--- src/rtl/uart_int_ctrl.sv ---
// UART interrupt scheduler: sticky LSR/MSR status, THRE and char-timeout pending state,
// fixed-priority arbitration into the registered IIR fields and the CPU interrupt line.
module uart_int_ctrl #(
   parameter int CTO_WIDTH = 12
) (
   input  logic                 apb_clk_in,
   input  logic                 apb_rstn_in,
   input  logic                 erbi_in,
   input  logic                 etbei_in,
   input  logic                 elsi_in,
   input  logic                 edssi_in,
   input  logic                 fifoen_in,
   input  logic                 rx_trig_in,
   input  logic                 rx_empty_in,
   input  logic                 rx_push_in,
   input  logic                 rx_pop_in,
   input  logic                 thr_empty_in,
   input  logic                 thr_write_in,
   input  logic                 iir_read_in,
   input  logic                 lsr_read_in,
   input  logic                 msr_read_in,
   input  logic [3:0]           err_in,
   input  logic [3:0]           mdelta_in,
   input  logic                 baud_tick_in,
   input  logic [CTO_WIDTH-1:0] cto_limit_in,
   output logic [2:0]           intid_out,
   output logic                 ipend_out,
   output logic                 fifoed_out,
   output logic                 irq_out,
   output logic [3:0]           lsr_err_out,
   output logic [3:0]           msr_delta_out
);

   localparam logic [2:0] INTID_RLS  = 3'b011;
   localparam logic [2:0] INTID_RDA  = 3'b010;
   localparam logic [2:0] INTID_CTI  = 3'b110;
   localparam logic [2:0] INTID_THRE = 3'b001;
   localparam logic [2:0] INTID_MSI  = 3'b000;

   logic                 thr_empty_q;
   logic                 etbei_q;
   logic                 thre_pend;
   logic                 thre_set;
   logic                 thre_clr;
   logic [CTO_WIDTH-1:0] cto_cnt;
   logic                 cto_pend;
   logic                 cto_clr;
   logic                 cto_en;
   logic                 cto_hit;
   logic [2:0]           intid_nxt;
   logic                 ipend_nxt;

   // THRE re-arms on an empty edge or on enabling while already empty, never on the level.
   assign thre_set = (thr_empty_in & ~thr_empty_q) | (etbei_in & ~etbei_q & thr_empty_in);
   assign thre_clr = thr_write_in |
                     (iir_read_in & ~ipend_out & (intid_out == INTID_THRE));

   assign cto_clr = rx_push_in | rx_pop_in | rx_empty_in | ~fifoen_in | ~erbi_in;
   assign cto_en  = (cto_limit_in != '0);
   assign cto_hit = cto_en && (cto_cnt == cto_limit_in);

   always_ff @(posedge apb_clk_in or negedge apb_rstn_in) begin
      if (!apb_rstn_in) begin
         thr_empty_q   <= 1'b0;
         etbei_q       <= 1'b0;
         thre_pend     <= 1'b0;
         lsr_err_out   <= 4'b0000;
         msr_delta_out <= 4'b0000;
      end else begin
         thr_empty_q   <= thr_empty_in;
         etbei_q       <= etbei_in;
         thre_pend     <= thre_set | (thre_pend & ~thre_clr);
         lsr_err_out   <= err_in | (lsr_err_out & {4{~lsr_read_in}});
         msr_delta_out <= mdelta_in | (msr_delta_out & {4{~msr_read_in}});
      end
   end

   always_ff @(posedge apb_clk_in or negedge apb_rstn_in) begin
      if (!apb_rstn_in) begin
         cto_cnt  <= '0;
         cto_pend <= 1'b0;
      end else if (cto_clr) begin
         cto_cnt  <= '0;
         cto_pend <= 1'b0;
      end else begin
         if (baud_tick_in && (cto_cnt < cto_limit_in)) begin
            cto_cnt <= cto_cnt + 1'b1;
         end
         cto_pend <= cto_pend | cto_hit;
      end
   end

   always_comb begin
      intid_nxt = INTID_MSI;
      ipend_nxt = 1'b1;
      if (elsi_in && (|lsr_err_out)) begin
         intid_nxt = INTID_RLS;
         ipend_nxt = 1'b0;
      end else if (erbi_in && rx_trig_in) begin
         intid_nxt = INTID_RDA;
         ipend_nxt = 1'b0;
      end else if (erbi_in && cto_pend && cto_en) begin
         intid_nxt = INTID_CTI;
         ipend_nxt = 1'b0;
      end else if (etbei_in && thre_pend) begin
         intid_nxt = INTID_THRE;
         ipend_nxt = 1'b0;
      end else if (edssi_in && (|msr_delta_out)) begin
         intid_nxt = INTID_MSI;
         ipend_nxt = 1'b0;
      end
   end

   always_ff @(posedge apb_clk_in or negedge apb_rstn_in) begin
      if (!apb_rstn_in) begin
         intid_out  <= INTID_MSI;
         ipend_out  <= 1'b1;
         irq_out    <= 1'b0;
         fifoed_out <= 1'b0;
      end else begin
         intid_out  <= intid_nxt;
         ipend_out  <= ipend_nxt;
         irq_out    <= ~ipend_nxt;
         fifoed_out <= fifoen_in;
      end
   end

endmodule

--- config.mk ---
export PLATFORM = sky130hd
export DESIGN_NAME = uart_int_ctrl
export DESIGN_NICKNAME = d
export VERILOG_FILES = /design/src/rtl/uart_int_ctrl.sv
export SDC_FILE = /design/constraint.sdc
export NUM_CORES = 1
export LEC_CHECK = 0
export CAP_MARGIN = 30
export CORE_MARGIN = 5
export CORE_UTILIZATION = 30
export CTS_CLUSTER_DIAMETER = 30
export DETAILED_ROUTE_END_ITERATION = 7
export SYNTH_ARGS = -nofsm -noshare
export SYNTH_HDL_FRONTEND = slang
export SYNTH_SLANG_ARGS = --single-unit
--- constraint.sdc ---
create_clock -name apb_clk_in -period 2.6 [get_ports apb_clk_in]
set_input_delay 0.52 -clock apb_clk_in [delete_from_list [all_inputs] [get_ports apb_clk_in]]
set_output_delay 0.52 -clock apb_clk_in [all_outputs]
set_load 0.02 [all_outputs]
; Word level (Yosys, flattened, before mapping)
; Index checks and enable logic that the tools add are counted.
[classes]
add_sub_neg = 1
n_eq_ne = 2
magnitude_cmp = 1
mux = 12
n_reduce_logical = 12
bitwise_logic = 27
[ops]
columns = operator, count
row1 = $mux W12, 2
row2 = $add A12 B1 Y12 const B, 1
row3 = $eq A12 B12 Y1, 1
row4 = $lt A12 B12 Y1, 1
row5 = $reduce_bool A12 Y1, 1
row6 = $mux W3, 3
row7 = $not A1 Y1, 9
row8 = $and A4 B4 Y4, 2
row9 = $logic_and A1 B1 Y1, 8
row10 = $or A1 B1 Y1, 8
row11 = $or A4 B4 Y4, 2
row12 = $reduce_or A4 Y1, 2
row13 = $mux W1, 7
row14 = $and A1 B1 Y1, 6
row15 = $eq A3 B1 Y1 const B, 1
row16 = $reduce_bool A2 Y1, 1
[word_totals]
elab_cells = 66
register_bits = 30
out_inout_bits = 14
inputBits = 37

; Longest topological paths before layout
; Gate-level depths: netlist of the first run.
[depth]
word_depth = 8
depth_mapped = 9
mapped_depth_nobuf = 7

; Worst setup path after synthesis of the first run
; OpenSTA, ideal clock, no wires.
[synth_path]
path_type = input to register
start = in cto_limit_in[3]
end = reg cto_cnt[11]
setup_time_ns = 0.077
t_arrival_ns = 2.007
setup_slack_ns = 0.516
stages = 8
t_required_ns = 2.523
n_path_buf = 1
cell_sequence = inv_1 > ha_1 > a21oi_2 > nand3_1 > o2bb2ai_2 > buf_2 > or4_1 > a21oi_1
[synth_via]
elab_chain_len = 3
[synth_rtl]
columns = item, line
row1 = start: declaration, 25  ; input logic [CTO_WIDTH-1:0] cto_limit_in,
row2 = $lt A12 B12 Y1, 86  ; if (baud_tick_in && (cto_cnt < cto_limit_in)) begin
row3 = $logic_and A1 B1 Y1, 86
row4 = $reduce_bool A2 Y1 (no line), -
row5 = end signal: assignment, 87  ; cto_cnt <= cto_cnt + 1'b1;
row6 = end: declaration, 45  ; logic [CTO_WIDTH-1:0] cto_cnt;
; Every way passes these cells.
; A chain may end at the register's enable or synchronous reset.

; Final worst setup path of the first run
[layout_path]
start = in cto_limit_in[9]
end = reg cto_cnt[7]
; Same word-level chain as after synthesis.

==> results of run 1 <==
-- cell type report --
| cell class | count | share of cell area |
|---|---|---|
| well taps | 72 | 0.03708 |
| multi-input cells | 113 | 0.3357 |
| inverters | 18 | 0.02781 |
| clock inverters | 1 | 0.01236 |
| flip-flops and latches | 30 | 0.3095 |
| clock buffers | 7 | 0.03141 |
| repair buffers | 63 | 0.2461 |
-- routing by layer --
| metal | share of wire | wire length [µm] | GRT usage |
|---|---|---|---|
| met1 | 0.46 | 1846 | 0.1477 |
| met4 | 0.011 | 44 | 0.04386 |
| met5 | 0 | 0 | 0 |
| met2 | 0.49 | 1987 | 0.1937 |
| met3 | 0.040 | 160 | 0.03238 |
-- synthesized netlist by cell type (all sizes together) --
cell type	number	area [µm²]
or4	8	61.31
dfstp	1	26.28
mux2i	1	10.01
o211ai	1	12.51
and4	1	8.760
nand3	8	40.04
dfrtp	29	725.7
and2	1	6.260
inv	18	67.56
a211o	1	8.760
and3b	1	8.760
o21a	1	7.510
nand2	11	41.29
nor2	4	15.01
a31oi	1	6.260
ha	13	162.7
a21o	8	60.06
nor3	1	10.01
o2bb2ai	1	15.01
nand4	6	52.55
nor4b	1	8.760
nand3b	1	11.26
and3	4	25.02
nand4b	1	8.760
a32o	1	10.01
or3	4	26.28
buf	3	17.52
o41ai	2	17.52
a21oi	14	73.82
o31ai	7	52.55
nor4	4	25.02
o21ai	6	30.03
-- registers in the layout, summed over array words and instances, names as in the netlist --
register	flops
etbei_q	1
ipend_out	1
lsr_err_out	4
thre_pend	1
thr_empty_q	1
cto_pend	1
fifoed_out	1
irq_out	1
cto_cnt	12
msr_delta_out	4
intid_out	3
-- worst min path at each step --
stage                          start                to
floorplan                apb_rstn_in        cto_cnt[0]
global placement    msr_delta_out[0]  msr_delta_out[0]
detailed placement    lsr_err_out[1]    lsr_err_out[1]
CTS                   lsr_err_out[1]    lsr_err_out[1]
global route          lsr_err_out[0]    lsr_err_out[0]
finish              msr_delta_out[0]  msr_delta_out[0]
-- power breakdown --
group          total, W  internal (W)  leakage (nW)  switching [W]
combinational  0.000162     0.0000942         0.644      0.0000674
sequential     0.000496      0.000484         0.371      0.0000115
clock          0.000453      0.000286        0.0524       0.000167
total           0.00111      0.000865          1.07       0.000245
-- kinds of logic (layout without fill, tap and decap cells) --
logic type,Yosys count,count (layout),share of synthesized area
buf+inv,21,89,0.05148
simple gates,56,56,0.2112
mux,1,1,0.006056
fa+ha+maj,13,13,0.09841
flops,30,30,0.4550
compound gates,43,43,0.1779
-- worst register-to-register path, cell delays in order (launching register included) --
cell	delay [ns]
dfrtp_1	0.46
ha_1	0.36
a21oi_2	0.15
nand3_1	0.10
o2bb2ai_2	0.25
buf_4	0.20
or3_1	0.35
a21oi_1	0.16
-- through the flow --
stage	setup TNS, ns	hold slack [ns]	worst slack, ns	power, W	area, µm²
global route	0	0.5402	0.06685	0.001161	2430
detailed placement	-0.6887	0.5049	-0.09608	0.0006686	2323
floorplan	0	0.2244	0.5159	0.0005557	1653
CTS	0	0.5173	0.1912	0.001126	2430
finish	0	0.5136	0.1828	0.001110	2430
global placement	-0.4189	0.4894	-0.06014	0.0006671	2323
==> results.md, run 1 <==
* Largest net degree at the start of global routing at 31
* Post-route DRC violation count at 0
* Initial core utilization at 0.3039
* Least-Margin Pin Slew at 0.5872 ns
* Overall routing resource usage at 0.1179
* Reg2reg setup slack at around 0.50 ns
* Core Util, Final at 0.4467
* Area Overhead vs Synth at 47.01%
* Clk buf depth at 2
* Fraction of layout instances using a drive strength above 1 at 0.1207
* Crit-path cells: clkdlybuf4s50_1, inv_1, ha_1, a211o_1, o211ai_2, nand4_4, or4_1, a21oi_1
* Area of the multi-input gates at 815.8 µm²
* Leakage Power at 1.067 nW
* TritonRoute pass-1 iters at 4
* CTS H-Tree Depth at 2
* Average vias per placed instance at 4.809
* CP bufs+invs at 2
* Placed Cells incl. Taps at 296
* Setup violators final at 0
* CP Depth at 8
* Cell Area, Synth at roughly 0.0017 mm²
* Die Y at 84.23 µm
* Pwr per Cell Area at 456.9 mW/mm²
* DR WL/cell at 13.28 µm
* Number of global-route vias before repair at about 1400
* Sequential Area at 752.0 µm²
* Worst Path Required at 2.80 ns
* Capture point of the critical path: cto_cnt[7]
* Status: finished clean
* Row cnt at 27
* Post-Syn Instances at between 150 and 200
* R2R Path Start: cto_cnt[3]
* Final Hold Fails at 0
* Delay-heaviest family, CP: simple AND/OR/NAND/NOR gates
* Post-DP HPWL at 3.251 mm
* Die Wd at 84.23 µm
* Relative max-transition margin at 0.6062
* Seq/Total Area, Yosys at 0.4550
* Critical path's slowest cell: or4_1
* CTS Root Buffer Type: clkbuf_8
* Clock Skew at between 0.007 and 0.008 ns
* I/O Buffers at 50
* Clock transition at path regs at 0.06 ns
* Min Clock Period, post-route at between 2 and 2.5 ns
* CP Max Fanout at 8
* Fill cells at 518
* Worst Hold Path Cells at 1
* ANT nets after route at 0
* Maxcap violations at 0
* Clock sinks at 30
* Critical path data arrival time at 2.62 ns
* Core area at 0.005439 mm²
* Critical path launch point: cto_limit_in[9]
* FF+latch count, synth at 30
* TritonCTS clock tree: yes
* Worst Hold Class: reg2reg
* Final wirelength at 4.038 mm
* Die Footprint at 0.007094 mm²
* Most common cell after layout, fill and taps aside: clkdlybuf4s50_1
* Crit path kind: in2reg
* Synth warn at 0
* Cts bufs inserted at 5
* Grt ovf at 0
* Critical Path Source Type: input pin
* Final antenna diode count at 0
* Initial antenna violation count at 0
* Syn nets at 214
* Setup bufs post-CTS at 0
* Worst reg2reg path endpoint: cto_cnt[6]
* Placer's final routability congestion estimate at 0.7685
* CP Capture Type: flop
* Slew Viols, Final at 0
* Post-CTS sizing at 0
* R2R depth at 7
* I/O pin cnt at 51
* First-pass GRT wire length at 6.762 mm
* Worst vdd ir at between 0.3 and 0.4 mV
* Yosys cell types at 37
* Hold_buf cts at 0
* Commonest cells after routing, fill and taps aside: clkdlybuf4s50_1 (50), dfrtp_1 (29), inv_1 (18)
* Syn avg cell area at just over 10 µm²
* Later-pin clock latency in the skew report at 0.28 ns
* CP peak stage delay at approximately 0.51 ns
* Final nets at 281
* Fmax at a little over 400 MHz
* Final worst-path cycle share at 0.9297
* Initial DRC Count at slightly above 60
* Total vias in the final route at 1462
* RSZ-0062 raised after global routing: false
* Layout Cells excl Fill at 304
(Power assumes the default switching activity.)
==> inputs of run 2 (changes only) <==
--- a/config.mk
+++ b/config.mk
@@ -5,6 +5,7 @@
 export SDC_FILE = /design/constraint.sdc
 export NUM_CORES = 1
 export LEC_CHECK = 0
+export ABC_CLOCK_PERIOD_IN_PS = 2600
 export CAP_MARGIN = 30
 export CORE_MARGIN = 5
 export CORE_UTILIZATION = 30
@@ -13,3 +14,4 @@
 export SYNTH_ARGS = -nofsm -noshare
 export SYNTH_HDL_FRONTEND = slang
 export SYNTH_SLANG_ARGS = --single-unit
+export TNS_END_PERCENT = 50
==> results of run 2 <==
The final DEF is identical to that of run 1; final timing and power are the same.
==> inputs of run 3 (changes only) <==
--- a/config.mk
+++ b/config.mk
@@ -5,12 +5,13 @@
 export SDC_FILE = /design/constraint.sdc
 export NUM_CORES = 1
 export LEC_CHECK = 0
-export ABC_CLOCK_PERIOD_IN_PS = 2600
+export ABC_CLOCK_PERIOD_IN_PS = 2230
 export CAP_MARGIN = 30
 export CORE_MARGIN = 5
 export CORE_UTILIZATION = 30
 export CTS_CLUSTER_DIAMETER = 30
 export DETAILED_ROUTE_END_ITERATION = 7
+export GPL_TIMING_DRIVEN = 0
 export SYNTH_ARGS = -nofsm -noshare
 export SYNTH_HDL_FRONTEND = slang
 export SYNTH_SLANG_ARGS = --single-unit
==> constraint.sdc (replaced) <==
create_clock -name apb_clk_in -period 2.23 [get_ports apb_clk_in]
set_input_delay 0.446 -clock apb_clk_in [delete_from_list [all_inputs] [get_ports apb_clk_in]]
set_output_delay 0.446 -clock apb_clk_in [all_outputs]
set_load 0.02 [all_outputs]
==> results.md, run 3 (same netlist as run 1, synthesis figures left out) <==
* Slew Viols, Final at 0
* Die Footprint at a little over 0.007 mm²
* First-pass GRT wire length at 7.265 mm
* ANT nets after route at 0
* Row cnt at 27
* Final nets at 281
* Die Wd at 84.23 µm
* Pwr per Cell Area at 505.3 mW/mm²
* Busiest grt layer: met2
* Post-DP HPWL at 3.244 mm
* Largest regs: cto_cnt x12, lsr_err_out x4, msr_delta_out x4
* Hold_buf cts at 0
* Number of global-route vias before repair at about 1500
* CP peak stage delay at 0.42 ns
* Setup violators final at 0
* Fraction of layout instances using a drive strength above 1 at 0.2468
* CTS H-Tree Depth at 2
* Least-Margin Pin Slew at 0.6973 ns
* M2 GR Usage at 0.2052
* Delay-heaviest family, CP: compound AO/OA/AOI/OAI gates
* Cts bufs inserted at 5
* Core area at 0.005439 mm²
* Initial core utilization at 0.3039
* TritonCTS clock tree: yes
* Leakage Power at 1.155 nW
* Worst Path Required at between 2 and 2.5 ns
* Clock Skew at 0.007824 ns
* Crit-path cells: ha_1, a211o_1, o211ai_4, nand4_4, buf_4, o31ai_1, a21oi_2
* Core Util, Final at 0.4831
* Critical path data arrival time at about 2.2 ns
* Clock transition at path regs at 0.07 ns
* I/O pin cnt at 51
* GR Util met3 at 0.03435
* Worst Hold Class: in2async
* Relative max-transition margin at 0.5351
* Status: finished clean
* Area Overhead vs Synth at 58.97%
* Maxcap violations at 0
* Initial DRC Count at 76
* Final worst-path cycle share at 0.9364
* Clock sinks at 30
* I/O Buffers at 50
* TritonRoute pass-1 iters at 4
* Grt met1 use at 0.1667
* Placement Setup Slack at -0.4884 ns
* Total vias in the final route at 1539
* Commonest cells after routing, fill and taps aside: clkdlybuf4s50_1 (38), dfrtp_1 (29), inv_1 (12), nand2_1 (10), a21oi_2 (9)
* Crit path kind: reg2reg
* Grt ovf at 0
* Later-pin clock latency in the skew report at 0.28 ns
* Worst vdd ir at 0.3206 mV
* Most flop-heavy register: cto_cnt
* DR WL/cell at 14.94 µm
* Final critical-path setup slack at approximately 0.14 ns
* Initial antenna violation count at 0
* Critical Path Source Type: flop
* CP Capture Type: flop
* Overall routing resource usage at 0.1284
* Final wirelength at ~4.5 mm
* Post-route DRC violation count at 0
* TNS Setup at 0 ns
* Post-Layout Inst Area at roughly 0.0026 mm²
* Average vias per placed instance at 5.079
* Die Y at between 80 and 90 µm
* CTS Root Buffer Type: clkbuf_8
* Placer's final routability congestion estimate at between 0.7 and 0.8
* DP Area at 0.002238 mm²
* Min Clock Period, post-route at approximately 2.1 ns
* CP bufs+invs at 1
* Max FFs per register at 12
* Fmax at 478.9 MHz
* Most common cell after layout, fill and taps aside: clkdlybuf4s50_1
* Final Hold Fails at 0
* Critical path's slowest cell: dfrtp_1
* Clk buf depth at 2
* Final antenna diode count at 0
* CP Max Fanout at 6
* Largest net degree at the start of global routing at 31
[run 3: cell count changes in the layout (fill, tap and decap cells not counted), moves of 6 or more]
cell	before	now
clkdlybuf4s50_1	50	38
a21oi_1	13	5
a21oi_2	1	9
dlymetal6s2s_1	0	7
buf_4	13	7
ha_1	13	7
ha_4	0	6
inv_1	18	12
inv_2	0	6
[run 3: per-layer routing]
layer	wire length [µm]	up-vias
met5	0	-
met3	273	8
met1	1986	747
met2	2202	37
met4	65	0
li1	-	747
[run 3: through the flow]
stage / std cells / power (W) / hold WS [ns]
5_1_grt: 303 / 0.001389 / 0.2643
3_3_place_gp: 286 / 0.0007706 / 0.4912
6_report: 303 / 0.001328 / 0.2104
3_5_place_dp: 286 / 0.0007712 / 0.5024
2_1_floorplan: 164 / 0.0006479 / 0.1504
4_1_cts: 303 / 0.001343 / 0.2247
[run 3: worst paths after layout]
check,from,endpoint,slack (ns),cells after the start
setup / recovery,cto_cnt[9],cto_cnt[7],0.14,7
hold / removal,apb_rstn_in,lsr_err_out[0],0.21,1
setup reg to reg,cto_cnt[9],cto_cnt[7],0.14,7
hold reg to reg,msr_delta_out[0],msr_delta_out[0],0.51,1
max in group asynchronous,apb_rstn_in,cto_cnt[9],1.57,1
min in group apb_clk_in,msr_delta_out[0],msr_delta_out[0],0.51,1
[run 3: worst register-to-register path, stage by stage (launching register included)]
cell and delay [ns]:
dfrtp_1 0.42, ha_1 0.33, a211o_1 0.33, o211ai_4 0.15
nand4_4 0.18, buf_4 0.18, o31ai_1 0.29, a21oi_2 0.09
[run 3: where the power goes]
| group | internal, W | total (W) | switching [W] |
|---|---|---|---|
| Sequential | 0.000564 | 0.000577 | 0.0000128 |
| Clock | 0.000357 | 0.000558 | 0.000201 |
| Combinational | 0.000106 | 0.000193 | 0.0000864 |
| Total | 0.00103 | 0.00133 | 0.000300 |
[run 3: what timing repair did]
action / 4_1_cts / 5_1_grt
cloned: 1 / 0
resized for setup: 32 / 17
pin swaps: 25 / 9
endpoints found under the setup margin: 12 / 12
setup buffers: 9 / 0
[run 3: area by class of cell]
cell class | count | area, µm²
buffer | 3 | 27.53
clock buffer | 6 | 82.58
clock inverter | 1 | 30.03
fill | 520 | 2811
inverter | 18 | 67.56
multi-input combinational | 113 | 983.4
sequential | 30 | 752.0
tap | 72 | 90.09
timing repair buffer | 60 | 594.3
